File: src/rtl/fp_mant_mul_seq.sv
// Sequential shift-add significand multiplier, BPC multiplier bits per cycle.
// Produces the exact product plus 1-bit-normalised mantissa and G/R/S flags.
module fp_mant_mul_seq #(
    parameter int WIDTH = 24,
    parameter int BPC   = 1
) (
    input  logic                 clk,
    input  logic                 rst,
    input  logic [WIDTH-1:0]     a,
    input  logic [WIDTH-1:0]     b,
    input  logic                 in_valid,
    output logic                 in_ready,
    output logic [2*WIDTH-1:0]   prod,
    output logic                 norm,
    output logic [WIDTH-1:0]     mant,
    output logic                 grd,
    output logic                 rnd,
    output logic                 stk,
    output logic                 out_valid,
    input  logic                 out_ready
);

    localparam int N  = WIDTH / BPC;
    localparam int CW = $clog2(N + 1);
    localparam int PW = 2 * WIDTH;

    typedef enum logic [1:0] {
        IDLE,
        RUN,
        DONE
    } state_e;

    state_e            state_q, state_d;
    logic [CW-1:0]     count_q, count_d;
    logic [PW-1:0]     mcand_q, mcand_d;
    logic [WIDTH-1:0]  mplier_q, mplier_d;
    logic [PW-1:0]     acc_q, acc_d;
    logic [PW-1:0]     prod_q, prod_d;
    logic [WIDTH-1:0]  mant_q, mant_d;
    logic              norm_q, norm_d;
    logic              grd_q, grd_d;
    logic              rnd_q, rnd_d;
    logic              stk_q, stk_d;

    logic [PW-1:0]     pp;
    logic [PW-1:0]     sum;

    // Multiplicand walks left while the multiplier walks right,
    // so the partial product always lands at the right weight.
    assign pp  = mcand_q * PW'(mplier_q[BPC-1:0]);
    assign sum = acc_q + pp;

    always_comb begin
        state_d   = state_q;
        count_d   = count_q;
        mcand_d   = mcand_q;
        mplier_d  = mplier_q;
        acc_d     = acc_q;
        prod_d    = prod_q;
        mant_d    = mant_q;
        norm_d    = norm_q;
        grd_d     = grd_q;
        rnd_d     = rnd_q;
        stk_d     = stk_q;
        in_ready  = 1'b0;
        out_valid = 1'b0;

        unique case (state_q)
            IDLE: begin
                in_ready = 1'b1;
                if (in_valid) begin
                    mcand_d  = PW'(a);
                    mplier_d = b;
                    acc_d    = '0;
                    count_d  = '0;
                    state_d  = RUN;
                end
            end
            RUN: begin
                acc_d    = sum;
                mcand_d  = mcand_q << BPC;
                mplier_d = mplier_q >> BPC;
                count_d  = count_q + 1'b1;
                if (count_q == CW'(N - 1)) begin
                    state_d = DONE;
                    prod_d  = sum;
                    norm_d  = sum[PW-1];
                    if (sum[PW-1]) begin
                        mant_d = sum[PW-1:WIDTH];
                        grd_d  = sum[WIDTH-1];
                        rnd_d  = sum[WIDTH-2];
                        stk_d  = |sum[WIDTH-3:0];
                    end else begin
                        mant_d = sum[PW-2:WIDTH-1];
                        grd_d  = sum[WIDTH-2];
                        rnd_d  = sum[WIDTH-3];
                        stk_d  = |sum[WIDTH-4:0];
                    end
                end
            end
            DONE: begin
                out_valid = 1'b1;
                if (out_ready) begin
                    state_d = IDLE;
                end
            end
            default: begin
                state_d = IDLE;
            end
        endcase
    end

    always_ff @(posedge clk) begin
        if (rst) begin
            state_q  <= IDLE;
            count_q  <= '0;
            mcand_q  <= '0;
            mplier_q <= '0;
            acc_q    <= '0;
            prod_q   <= '0;
            mant_q   <= '0;
            norm_q   <= 1'b0;
            grd_q    <= 1'b0;
            rnd_q    <= 1'b0;
            stk_q    <= 1'b0;
        end else begin
            state_q  <= state_d;
            count_q  <= count_d;
            mcand_q  <= mcand_d;
            mplier_q <= mplier_d;
            acc_q    <= acc_d;
            prod_q   <= prod_d;
            mant_q   <= mant_d;
            norm_q   <= norm_d;
            grd_q    <= grd_d;
            rnd_q    <= rnd_d;
            stk_q    <= stk_d;
        end
    end

    assign prod = prod_q;
    assign mant = mant_q;
    assign norm = norm_q;
    assign grd  = grd_q;
    assign rnd  = rnd_q;
    assign stk  = stk_q;

endmodule

File: config.mk
export PLATFORM = sky130hd
export DESIGN_NAME = fp_mant_mul_seq
export DESIGN_NICKNAME = d
export VERILOG_FILES = /design/src/rtl/fp_mant_mul_seq.sv
export SDC_FILE = /design/constraint.sdc
export NUM_CORES = 1
export LEC_CHECK = 0
export ABC_AREA = 1
export CAP_MARGIN = 0
export CORE_MARGIN = 4
export CORE_UTILIZATION = 58
export DETAILED_ROUTE_END_ITERATION = 12
export PLACE_DENSITY_LB_ADDON = 0.08
export SLEW_MARGIN = 20
export SYNTH_ARGS = -nofsm -noshare
export SYNTH_HDL_FRONTEND = slang
export SYNTH_SLANG_ARGS = --single-unit
File: constraint.sdc
create_clock -name clk -period 3.35 [get_ports clk]
set_clock_uncertainty 0.2 [all_clocks]
set_input_delay 0.5025 -clock clk [delete_from_list [all_inputs] [get_ports clk]]
set_output_delay 0.5025 -clock clk [all_outputs]
set_load 0.05 [all_outputs]
==> results.tsv <==
stage	metric	value	unit
status	status	finished clean	
floorplan	die_area	0.0239	mm²
pwr	ir_worst_vdd	442	µV
setup_path	cp-startpoint	mplier_q[0]$_SDFFE_PP0P_	
setup_path	reg2regPathDepth	20	
setup_path	cpMaxStageDelayCell	dfxtp_1	
synthesis	syn-num-nets	2180	
setup_path	end_kind	flop	
min_path	holdCritStartpoint	rst	
clock_network	cts_tree	yes	
setup_path	r2r_end	stk$_SDFFE_PP0P_	
clock_network	clkLatencyLatePin	530	ps
setup_path	startpoint_type	flop	
clock_network	cts_buffers	23	
run	maxCapViolCount	0	
clock_network	cts_sinks	202	
routing	wire_per_inst	15.7	µm
setup_path	worstPathRequired	3560	ps
sta	rsz0062_at_grt	yes	
synthesis	ys_seq_area_frac	0.325	
finish	syn_to_final_growth	17.4	%
setup_path	crit_fanout	32	
routing	vias	13100	
routing	drtIter0Drc	1335	
finish	layout_commonest_cell	nand2_1	
clock_network	postCtsHoldBufs	0	
grt	grt_pass1_vias	12000	
floorplan	die_y	154	µm
min_path	hold_depth	2	
sta	worst_pin_slew	691	ps
synthesis	syn_area	0.0124	mm²
finish	final_nets	2269	
floorplan	core_area	0.0211	mm²
place	place_ws	103	ps
sta	setup_slack	117	ps
grt	grt_pass1_wl	61900	µm
routing	via_per_inst	5.33	
floorplan	std_cell_rows	53	
setup_path	crit_type	reg -> reg	
synthesis	synth_warnings	0	
sta	relSlewSlack	0.539	
routing	dr.pass1.iters	6	
sta	min_period	3230	ps
routing	ant_nets	0	
grt	grt_max_degree	116	
synthesis	synth_top_area_frac	0.325	
pwr	finalPower	5310	µW
clock_network	htreeDepth	1	
setup_path	reg2reg_slack	120	ps
place	port_buffers	129	
finish	layout_common_cells	nand2_1, inv_1, dfxtp_1, clkdlybuf4s50_1, a21oi_1	
floorplan	start_util	0.590	
synthesis	synth_area_leader_cell	dfxtp_1	
min_path	hold_end	count_q[0]$_SDFFE_PP0P_	
min_path	hold_class	in -> reg	
clock_network	cts_root_buf	clkbuf_16	
sta	finalSetupViolCount	0	
grt	antenna_found_initial	1	
setup_path	critical_path_arrival	3450	ps
setup_path	cp_common_cell	nand2_1	
setup_path	slowest_delay	400	ps
synthesis	ys_types	35	
synthesis	synth-seq-cells	202	
sta	drv_slew	0	
synthesis	synth_area_per_cell	5.98	µm²
finish	n_antenna_cell	0	
routing	drc	0	
finish	layout-drive-gt1-share	0.0458	
place	routabilityCongestion	1.04	
pwr	power.leakage	0.00752	µW
routing	routed_wl	38700	µm
clock_network	cts.clk_slew.worst_paths	60	ps
grt	gr-usage-all-layers	0.316	
synthesis	netlist_instances	2079	
place	dp_hpwl	28400	µm
pwr	power.density	364	mW/mm²
sta	max_freq	0.309	GHz
grt	gr-total-overflow	0	
setup_path	crit_chain	buf_12, nand2_1, inv_1, ha_1, fa_2, nand3_1, nand2_1, nand2_1, nand2_1, nand2_1, nand2_2, nand2_1, nand2_1, nand2_1, nor2_1, nand2_1, nor2_1, nand3_1, nand2_1, inv_1	
floorplan	die_x	154	µm
clock_network	clockBufferDepth	3	
floorplan	num_io_pins	130	
setup_path	timing.rr.start	mplier_q[0]$_SDFFE_PP0P_	
sta	finalHoldViolations	0	
sta	min_period_over_period	0.965	
synthesis	synth_area_leaders	dfxtp_1, nand2_1, inv_1	
-- logic make-up (layout without fill, tap and decap cells) --
| kind of cell | Yosys count | after routing | synth area share |
|---|---|---|---|
| AND/OR/NAND/NOR | 1157 | 1157 | 0.377 |
| flip-flops | 202 | 202 | 0.325 |
| AO/OA/AOI/OAI | 228 | 228 | 0.103 |
| adder cells (fa/ha/maj) | 49 | 49 | 0.0499 |
| buffers and inverters | 428 | 533 | 0.134 |
| XOR/XNOR | 15 | 15 | 0.0106 |
-- critical path: cells and delay by family (launching register included) --
family                     cells  cell delay, ps
DFF                            1             400
adders and majority gates      2             540
and+or+nand+nor               15            1670
buffers and inverters          3             290
-- worst max path at each step --
stage	endpoint	slack [ps]	cells after the start
after CTS	stk$_SDFFE_PP0P_	70	20
final	stk$_SDFFE_PP0P_	120	20
after floorplan	mant[18]$_SDFFE_PP0P_	500	23
after detailed placement	mant[0]$_SDFFE_PP0P_	100	15
after global routing	mant[0]$_SDFFE_PP0P_	-30	16
after global placement	mant[9]$_SDFFE_PP0P_	170	19
-- synth_stat cells --
| library cell | n |
|---|---|
| nor4_1 | 3 |
| nand4_1 | 13 |
| or2_2 | 11 |
| nand3b_1 | 8 |
| clkbuf_1 | 55 |
| nand3_1 | 124 |
| nor2_2 | 11 |
| nand2_4 | 2 |
| a21oi_1 | 127 |
| buf_1 | 4 |
| buf_2 | 16 |
| a31oi_1 | 31 |
| xnor2_1 | 12 |
| o21ai_0 | 28 |
| o21a_1 | 3 |
| nand2_2 | 10 |
| nor2_4 | 1 |
| nand2_1 | 839 |
| xor2_1 | 3 |
| inv_1 | 342 |
| nor3_1 | 4 |
| dfxtp_1 | 202 |
| buf_4 | 1 |
| a21o_1 | 1 |
| nor2_1 | 128 |
| o211ai_1 | 22 |
| inv_2 | 5 |
| a22oi_1 | 12 |
| o21bai_1 | 3 |
| and2_1 | 2 |
| ha_1 | 48 |
| a21oi_2 | 1 |
| fa_1 | 1 |
| buf_6 | 5 |
| nand3_2 | 1 |
-- what timing repair did --
item / 4_1_cts / 5_1_grt
gates resized for setup: 0 / 6
endpoints found under the hold margin: 0 / 0
setup buffers: 0 / 1
endpoints found under the setup margin: 0 / 16
-- layer usage --
| metal | share of wire | global-route usage |
|---|---|---|
| met1 | 0.45 | 0.457 |
| met2 | 0.42 | 0.481 |
| met3 | 0.095 | 0.0604 |
| met4 | 0.034 | 0.0929 |
| met5 | 0 | 0 |
-- power by group --
group          leakage (µW)  total (µW)  switching, µW  internal (µW)
Combinational       0.00553         377            248            129
Clock              0.000356        2450           1040           1410
Sequential          0.00164        2490           36.2           2450
Total               0.00752        5310           1320           3990
-- flip-flops by register name (all words and copies together), names as in the netlist --
| register | count |
|---|---|
| count_q | 5 |
| mant | 24 |
| grd | 1 |
| state_q | 2 |
| stk | 1 |
| rnd | 1 |
| mcand_q | 48 |
| acc_q | 48 |
| mplier_q | 24 |
| prod | 48 |
-- per-stage QoR --
stage	hold WS (ps)	area, µm²	util	TNS, ps	cells
floorplan	240	12400	-	0	2079
global route	174	14600	0.693	-40.0	2459
CTS	159	14600	0.691	0	2458
finish	171	14600	0.693	0	2459
detailed placement	255	13900	0.657	0	2417
global placement	250	13900	0.657	0	2417
-- area by class of cell --
type / instances / area (µm²)
Clock inverter: 8 / 72.6
Inverter: 347 / 1300
Multi-Input combinational cell: 1449 / 6770
Timing Repair Buffer: 145 / 1430
Sequential cell: 202 / 4040
Tap cell: 275 / 344
Clock buffer: 33 / 643
Fill cell: 1883 / 6480
Note: power is estimated with default switching activity, not from simulation.
